==> config.mk <==
export PLATFORM = sky130hd
export DESIGN_NAME = arbiter_weighted_rr
export DESIGN_NICKNAME = d
export VERILOG_FILES = /design/src/rtl/arb_pkg.sv /design/src/rtl/arb_rr_pick.sv /design/src/rtl/arbiter_weighted_rr.sv
export SDC_FILE = /design/constraint.sdc
export NUM_CORES = 1
export LEC_CHECK = 0
export ABC_AREA = 1
export CAP_MARGIN = 20
export CORE_MARGIN = 8
export CORE_UTILIZATION = 52
export CTS_BUF_LIST = sky130_fd_sc_hd__clkbuf_8
export DETAILED_ROUTE_END_ITERATION = 8
export PLACE_DENSITY = 0.82
export SLEW_MARGIN = 20
export SYNTH_ARGS = -nofsm -noshare
export SYNTH_HDL_FRONTEND = slang
export SYNTH_SLANG_ARGS = --single-unit
==> constraint.sdc <==
create_clock -name clk -period 3.59 [get_ports clk]
set_input_delay 0.718 -clock clk [delete_from_list [all_inputs] [get_ports clk]]
set_output_delay 0.718 -clock clk [all_outputs]
set_load 0.01 [all_outputs]
==> src/rtl/arb_pkg.sv <==
// Shared types and helpers for the weighted round-robin arbiter.
package arb_pkg;

   typedef enum logic {
      IDLE  = 1'b0,
      GRANT = 1'b1
   } arb_state_e;

   // Index width for an N-way arbiter, never narrower than one bit.
   function automatic int idx_w(input int n);
      return (n > 1) ? $clog2(n) : 1;
   endfunction

   function automatic logic [31:0] onehot2bin(input logic [31:0] oh);
      logic [31:0] bin;
      bin = 32'd0;
      for (int i = 0; i < 32; i++) begin
         bin = oh[i] ? 32'(i) : bin;
      end
      return bin;
   endfunction

endpackage

==> src/rtl/arb_rr_pick.sv <==
// Combinational rotating-priority pick: the requester just above ptr wins, ptr itself ranks lowest.
module arb_rr_pick
   import arb_pkg::*;
#(
   parameter int N = 4
) (
   input  logic [N-1:0]        req,
   input  logic [idx_w(N)-1:0] ptr,
   output logic [N-1:0]        pick,
   output logic [idx_w(N)-1:0] pick_idx,
   output logic                pick_valid
);

   localparam int IDX_W = idx_w(N);
   localparam logic [N-1:0] ONE_N = {{(N-1){1'b0}}, 1'b1};

   logic [IDX_W:0] shamt_s;
   logic [N-1:0]   rot_s;
   logic [N-1:0]   sel_rot_s;

   // Rotate req so position 0 is ptr+1, take the lowest set bit, rotate the winner back.
   always_comb begin
      shamt_s   = {1'b0, ptr} + {{IDX_W{1'b0}}, 1'b1};
      rot_s     = N'({req, req} >> shamt_s);
      sel_rot_s = {N{1'b0}};
      for (int j = N - 1; j >= 0; j--) begin
         sel_rot_s = rot_s[j] ? (ONE_N << j) : sel_rot_s;
      end
      pick       = N'(({sel_rot_s, sel_rot_s} << shamt_s) >> N);
      pick_idx   = IDX_W'(onehot2bin(32'(pick)));
      pick_valid = |req;
   end

endmodule

==> src/rtl/arbiter_weighted_rr.sv <==
// Weighted round-robin arbiter: registered one-hot grant, per-requester beat credit.
// Optional ARB_WRR_PKT_LOCK_EN holds the grant until the last beat of a packet.
module arbiter_weighted_rr
   import arb_pkg::*;
#(
   parameter int N        = 4,
   parameter int WEIGHT_W = 4
) (
   input  logic                  clk,
   input  logic                  rst_n,
   input  logic [N-1:0]          req,
   input  logic [N*WEIGHT_W-1:0] weight,
   input  logic                  ready,
   input  logic                  pkt_last,
   output logic [N-1:0]          grant,
   output logic                  grant_valid,
   output logic [idx_w(N)-1:0]   grant_idx
);

   localparam int IDX_W = idx_w(N);
   localparam logic [WEIGHT_W-1:0] CREDIT_ONE = {{(WEIGHT_W-1){1'b0}}, 1'b1};
   localparam logic [IDX_W-1:0]    PTR_RST    = IDX_W'(N - 1);

   arb_state_e          state_r, state_nxt_s;
   logic [N-1:0]        grant_r, grant_nxt_s;
   logic                valid_r;
   logic [IDX_W-1:0]    idx_r, idx_nxt_s;
   logic [WEIGHT_W-1:0] credit_r, credit_nxt_s;
   logic [IDX_W-1:0]    ptr_r, ptr_nxt_s;

   logic [IDX_W-1:0]    pick_ptr_s;
   logic [N-1:0]        pick_s;
   logic [IDX_W-1:0]    pick_idx_s;
   logic                pick_valid_s;
   logic [WEIGHT_W-1:0] pick_weight_s;
   logic [WEIGHT_W-1:0] load_credit_s;
   logic                xfer_s;
   logic                cred_one_s;
   logic                rel_s;

`ifndef ARB_WRR_PKT_LOCK_EN
   logic                pkt_last_unused_s;
   assign pkt_last_unused_s = pkt_last;
`endif

   // Release condition and the pointer the picker ranks from this cycle.
   always_comb begin
      xfer_s     = valid_r & ready;
      cred_one_s = (credit_r == CREDIT_ONE);
`ifdef ARB_WRR_PKT_LOCK_EN
      rel_s      = (state_r == GRANT) & xfer_s & pkt_last & cred_one_s;
`else
      rel_s      = (state_r == GRANT) & ((xfer_s & cred_one_s) | ~req[idx_r]);
`endif
      pick_ptr_s = rel_s ? idx_r : ptr_r;
   end

   arb_rr_pick #(
      .N (N)
   ) u_pick (
      .req        (req),
      .ptr        (pick_ptr_s),
      .pick       (pick_s),
      .pick_idx   (pick_idx_s),
      .pick_valid (pick_valid_s)
   );

   // Credit for a fresh grant; a zero weight still earns one beat.
   always_comb begin
      pick_weight_s = weight[pick_idx_s*WEIGHT_W +: WEIGHT_W];
      load_credit_s = (pick_weight_s == {WEIGHT_W{1'b0}}) ? CREDIT_ONE : pick_weight_s;
   end

   // Next-state logic: grant/credit/ptr updates for both FSM states.
   always_comb begin
      state_nxt_s  = state_r;
      grant_nxt_s  = grant_r;
      idx_nxt_s    = idx_r;
      credit_nxt_s = credit_r;
      ptr_nxt_s    = ptr_r;
      case (state_r)
         IDLE: begin
            if (pick_valid_s) begin
               state_nxt_s  = GRANT;
               grant_nxt_s  = pick_s;
               idx_nxt_s    = pick_idx_s;
               credit_nxt_s = load_credit_s;
            end else begin
               state_nxt_s  = IDLE;
            end
         end
         GRANT: begin
            if (rel_s) begin
               ptr_nxt_s = idx_r;
               if (pick_valid_s) begin
                  state_nxt_s  = GRANT;
                  grant_nxt_s  = pick_s;
                  idx_nxt_s    = pick_idx_s;
                  credit_nxt_s = load_credit_s;
               end else begin
                  state_nxt_s  = IDLE;
                  grant_nxt_s  = {N{1'b0}};
                  idx_nxt_s    = {IDX_W{1'b0}};
                  credit_nxt_s = {WEIGHT_W{1'b0}};
               end
            end else if (xfer_s && (credit_r > CREDIT_ONE)) begin
               credit_nxt_s = credit_r - CREDIT_ONE;
            end else begin
               // Stall, or locked at credit one waiting for the packet end.
               credit_nxt_s = credit_r;
            end
         end
         default: begin
            state_nxt_s  = IDLE;
            grant_nxt_s  = {N{1'b0}};
            idx_nxt_s    = {IDX_W{1'b0}};
            credit_nxt_s = {WEIGHT_W{1'b0}};
            ptr_nxt_s    = PTR_RST;
         end
      endcase
   end

   // State and output registers with synchronous active-low reset.
   always_ff @(posedge clk) begin
      if (!rst_n) begin
         state_r  <= IDLE;
         grant_r  <= {N{1'b0}};
         valid_r  <= 1'b0;
         idx_r    <= {IDX_W{1'b0}};
         credit_r <= {WEIGHT_W{1'b0}};
         ptr_r    <= PTR_RST;
      end else begin
         state_r  <= state_nxt_s;
         grant_r  <= grant_nxt_s;
         valid_r  <= |grant_nxt_s;
         idx_r    <= idx_nxt_s;
         credit_r <= credit_nxt_s;
         ptr_r    <= ptr_nxt_s;
      end
   end

   assign grant       = grant_r;
   assign grant_valid = valid_r;
   assign grant_idx   = idx_r;

endmodule

### Word level (Yosys, flattened, before mapping)

Index checks and enable logic that the tools add are counted.

* bits of input ports: 24
* register bits after elaboration: 14
* word-level logic and storage cells: 56
* output and inout port bits: 7

* reductions and logical operators: 6
* eq/ne operators: 4
* bitwise logic cells: 6
* shift-type cells: 3
* $add $sub $neg: 2
* order comparisons: 2
* multiplexer cells: 27

Operators by type and width (number)
* two-way mux 4 bit: 12
* one-hot mux 4 bit (2 select lines): 2
* indexed part select 16 x 5 -> 4 bit: 1
* two-way mux 2 bit: 6
* OR reduction 4 bit: 2
* << shifter 8 x 3 -> 8 bit: 1
* >> shifter 8 x 3 -> 4 bit: 1
* == test 4 x 1 -> 1 bit, second input constant: 1
* greater-than comparator 4 x 1 -> 1 bit, second input constant: 1
* zero test 4 bit: 1
* two-way mux 1 bit: 4
* one-hot mux 2 bit (2 select lines): 1
* AND reduction 2 bit: 2
* subtractor 4 x 1 -> 4 bit, second input constant: 1
* adder 2 x 1 -> 3 bit, second input constant: 1
* bitwise AND 1 bit: 3
* < comparator 2 x 3 -> 1 bit, second input constant: 1
* != test 3 x 1 -> 1 bit, second input constant: 1
* binary-select mux 1 bit (select 2 bit): 1
* != test 2 x 1 -> 1 bit, second input constant: 1
* != test 2 bit, second input constant: 1
* inverter 1 bit: 2
* one-hot mux 1 bit (2 select lines): 1
* logical AND 1 bit: 1
* bitwise OR 1 bit: 1

### Longest topological paths before layout

* word-level depth: 22
* depth in mapped cells: 24
* gate-level depth less buffers: 24

### By module

Synthesis repeated with hierarchy kept, for this count alone.

* cells, all modules: 231
* area, all modules: 1370.1 µm²

By module, submodules not included
* arbiter_weighted_rr: seq. area each 280.3 µm², area each 1029.7 µm², cells an instance 163, times used 1
* arb_rr_pick: seq. area each 0.0 µm², area each 340.3 µm², cells an instance 68, times used 1

### Least setup slack after synthesis

Ideal clock, no wire load.

* path kind: input port to flip-flop
* start point: in ready
* end point: reg credit_r[0]
* setup time: 122 ps
* stages: 20
* arrival: 2612 ps
* path buffers: 0
* required time: 3468 ps
* path slack: 856 ps
* cell sequence: nand2_1 > inv_1 > nand3_1 > nand3_4 > nand2_8 > nand2_1 > o21ai_4 > ha_1 > inv_1 > nor2_1 > nand2_1 > nand2_2 > nor2_1 > nor2_1 > nor2_1 > nor2_2 > nand3_1 > nand2_1 > nand2_1 > a21oi_2

* word-level cells in the longest chain between the ends: 21
* elaborated cells on any way between the ends: 25

Ends and longest elaborated chain
* start, declared: RTL line arbiter_weighted_rr.sv:13 `input logic ready,`
* bitwise AND 1 bit *: RTL line arbiter_weighted_rr.sv:48 `xfer_s = valid_r & ready;`
* bitwise AND 1 bit *: RTL line arbiter_weighted_rr.sv:53 `rel_s = (state_r == GRANT) & ((xfer_s & cred_one_s) | ~req[idx_r]);`
* bitwise OR 1 bit *: RTL line arbiter_weighted_rr.sv:53
* bitwise AND 1 bit *: RTL line arbiter_weighted_rr.sv:53
* two-way mux 2 bit *
* named net pick_ptr_s[1]: RTL line arbiter_weighted_rr.sv:31 `logic [IDX_W-1:0] pick_ptr_s;`
* adder 2 x 1 -> 3 bit *: RTL line arb_rr_pick.sv:23 `shamt_s = {1'b0, ptr} + {{IDX_W{1'b0}}, 1'b1};`
* >> shifter 8 x 3 -> 4 bit: RTL line arb_rr_pick.sv:24 `rot_s = N'({req, req} >> shamt_s);`
* (+6 left out)
* two-way mux 2 bit: RTL line arb_pkg.sv:18 `bin = oh[i] ? 32'(i) : bin;`
* two-way mux 2 bit *: RTL line arb_pkg.sv:18
* indexed part select 16 x 5 -> 4 bit *: RTL line arbiter_weighted_rr.sv:70 `pick_weight_s = weight[pick_idx_s*WEIGHT_W +: WEIGHT_W];`
* zero test 4 bit: RTL line arbiter_weighted_rr.sv:71 `load_credit_s = (pick_weight_s == {WEIGHT_W{1'b0}}) ? CREDIT_ONE : pick_weight_s;`
* two-way mux 4 bit *: RTL line arbiter_weighted_rr.sv:71
* two-way mux 4 bit: RTL line arbiter_weighted_rr.sv:95 `if (pick_valid_s) begin`
* two-way mux 4 bit: RTL line arbiter_weighted_rr.sv:93 `if (rel_s) begin`
* one-hot mux 4 bit (2 select lines) *: RTL line arbiter_weighted_rr.sv:81 `case (state_r)`
* end signal, assigned: RTL line arbiter_weighted_rr.sv:130 `credit_r <= {WEIGHT_W{1'b0}};`
* end signal, assigned: RTL line arbiter_weighted_rr.sv:137 `credit_r <= credit_nxt_s;`
* end, declared: RTL line arbiter_weighted_rr.sv:28 `logic [WEIGHT_W-1:0] credit_r, credit_nxt_s;`

The timed path passes the listed nets; every way through them passes the cells marked *. The select of a mux whose other input is x is not followed.
A chain may end at the register's enable or synchronous reset.

### Worst setup path after layout

Same ends and word-level chain as after synthesis.

==> flow_summary.json <==
{
  "status": "complete, no violations",
  "core_area_sq_um": 2500,
  "drt_drc_violations_left": 0,
  "layout.filler_cells": 226,
  "clk_pin_slew_worst_paths_ns": 0.06,
  "htree_levels": 1,
  "vias": 1497,
  "synth_sequential_area_ratio_pct": 20.1,
  "register_area_sq_um": 280,
  "tritoncts_clock_tree": "yes",
  "hold_viol_final": 0,
  "critical_path.startpoint_type": "primary input",
  "pin_count_of_the_biggest_net_entering_global_routing": 10,
  "relSlewSlack_pct": 63.0,
  "timing.final.crit_share_pct": 89.5,
  "critical_path_required_ns": 3.77,
  "setup.worst_path.class": "primary input to register",
  "unrepaired_setup_endpoints_after_global_routing": "no",
  "post_synth_num_cell_types": 26,
  "hold_path_class": "register to register",
  "cts_sink_count": 14,
  "floorplan.initialDensity_pct": 55.7,
  "mostFrequentLayoutCells": "nand2_1 (62), nand3_1 (30), clkdlybuf4s50_1 (29)",
  "avgViaCountPerCell": 5.23,
  "worst_setup_path_startpoint": "ready",
  "grt_first_pass_wirelength_mm": 5.69,
  "endpoint_kind": "register",
  "yosys_warnings": 0,
  "dieArea_sq_um": 4590,
  "place.detailed.hpwl_mm": 2.86,
  "worst_pin_slew_ns": 0.550,
  "port_buffers": 29,
  "final_nets": 284,
  "cts.path.max_buffers": 2,
  "synth_fp_nets": 246,
  "timing.final.crit_period_ns": 3.21,
  "finClkSkew_ns": 0.00210,
  "synthesized_netlist_cell_count": 219,
  "multi_input_area_sq_um": 1020,
  "syn2layout_area_growth_pct": 29.6,
  "max_cap_viol_count": 0,
  "clock_latency_ns": 0.24,
  "wl_per_cell_um": 11.8,
  "io_pins": 31,
  "arrival_ns": 3.39,
  "post_cts_hold_buffer_count": 0,
  "routabilityCongestion": 0.838,
  "setup_total_negative_slack_ns": 0,
  "initial_antenna_violation_count": 0,
  "total_power_consumption_of_the_routed_design_w": 0.00176,
  "worstHoldStart": "grant[2]",
  "layout_commonest_cell": "nand2_1",
  "synth.ff_latch_count": 14,
  "syn-mean-instance-area_sq_um": 6.36,
  "fp.dieW_um": 67.8,
  "ant_nets": 0,
  "setup_viol": 0,
  "diodes": 0,
  "overflow": 0,
  "p_leak_nw": 0.860,
  "dr.pass1.iters": 4,
  "power_density_nw_per_um2": 975,
  "drive_gt1_share_pct": 18.0,
  "num_rows": 18,
  "drt-total-wl_mm": 3.39,
  "post_cts.resized_instances": 0,
  "rr_startpoint": "grant_idx[0]",
  "final_core_utilization_pct": 72.2,
  "drt-initial-drc-count": 108,
  "critical_path_peak_fanout": 6,
  "syn-cell-area_sq_um": 1390,
  "worst_ir_drop_vdd_mv": 0.721,
  "cts_setup_buffers": 0,
  "vias_in_the_first_global_route": 1300,
  "tritoncts_buffer_count": 3,
  "grt.total_usage_pct": 15.3,
  "max_freq_ghz": 0.311,
  "maxSlewViolCount": 0,
  "die_height_um": 67.8,
  "cts.root.buffer_cell": "clkbuf_8"
}
## power breakdown
group | internal, W | total, W | switching [W]
Clock | 0.0000970 | 0.000151 | 0.0000538
Combinational | 0.000495 | 0.00133 | 0.000838
Sequential | 0.000220 | 0.000278 | 0.0000574
Total | 0.000812 | 0.00176 | 0.000949
## critical path: stages
cell and delay [ns]:
clkdlybuf4s50_1 0.45, nand2_1 0.04, inv_1 0.06, nand3_1 0.12, nand3_4 0.16, nand2_8 0.10
nand2_1 0.12, o21ai_4 0.10, ha_1 0.41, inv_1 0.11, nor2_1 0.21, nand2_1 0.10
nand2_2 0.10, nor2_1 0.08, nor2_1 0.09, nor2_1 0.06, nor2_2 0.07, nand3_1 0.08
nand2_1 0.06, nand2_1 0.05, a21oi_2 0.10
## state kept, by name, summed over array words and instances (netlist names)
| register | count |
|---|---|
| credit_r | 4 |
| grant_valid | 1 |
| ptr_r | 2 |
| state_r | 1 |
| grant | 4 |
| grant_idx | 2 |
## cell usage after synthesis
cell type  number  area [sq um]
nand2_1        62           233
nand3_1        30           150
inv_1          23          86.3
nor2_1         17          63.8
dfxtp_1        14           280
nand2_2        12          75.1
a21oi_1        11          55.1
nand3_2         9          90.1
o21ai_0         7          35.0
nor2_2          5          31.3
ha_1            3          37.5
nand2_8         3          60.1
nand4_1         3          18.8
a21oi_2         2          17.5
inv_2           2          7.51
nand3_4         2          35.0
nor3_1          2          10.0
o21ai_4         2          32.5
or2_0           2          12.5
xor2_1          2          17.5
a22oi_1         1          7.51
a31oi_1         1          6.26
nand2_4         1          11.3
nor4_1          1          6.26
o211ai_1        1          7.51
o21ai_1         1          5.00
## layer usage
layer	wire, um	track usage (%)	share of wire, %	up-vias
met2	1560	23.4	46	43
met1	1650	21.8	49	659
met4	14	3.92	0.41	0
met5	0	0	0	-
met3	159	1.99	4.7	2
li1	-	-	-	793
## stage by stage
step / setup WS, ns / cells / area [sq um] / hold WS, ns
2_1_floorplan: 0.856 / 219 / 1390 / 0.507
3_3_place_gp: 0.138 / 282 / 1750 / 0.491
3_5_place_dp: 0.107 / 282 / 1750 / 0.492
4_1_cts: 0.363 / 286 / 1810 / 0.506
5_1_grt: 0.107 / 286 / 1810 / 0.519
6_report: 0.377 / 286 / 1810 / 0.505
## logic make-up (layout without fill, tap and decap cells)
| kind of cell | Yosys count | after routing | share of synthesized area [%] |
|---|---|---|---|
| adder cells (fa/ha/maj) | 3 | 3 | 2.70 |
| flip-flops | 14 | 14 | 20.1 |
| AND/OR/NAND/NOR | 149 | 149 | 57.2 |
| AO/OA/AOI/OAI | 26 | 26 | 11.9 |
| buffers and inverters | 25 | 62 | 6.74 |
| XOR/XNOR | 2 | 2 | 1.26 |
## path summary, 6_finish.rpt
kind	to	slack, ns	cells past startpoint
setup reg to reg	credit_r[0]	0.82	20
hold reg to reg	grant[2]	0.51	2
setup / recovery	credit_r[0]	0.38	21
hold / removal	grant[2]	0.51	2
## cell type report
class                   count  share of cell area (%)
repair buffers             33                    17.7
clock buffers               4                    3.05
well taps                  30                    2.08
inverters                  25                    5.20
multi-input cells         180                    56.4
flip-flops and latches     14                    15.5
Power figures use the tool's default switching activity.
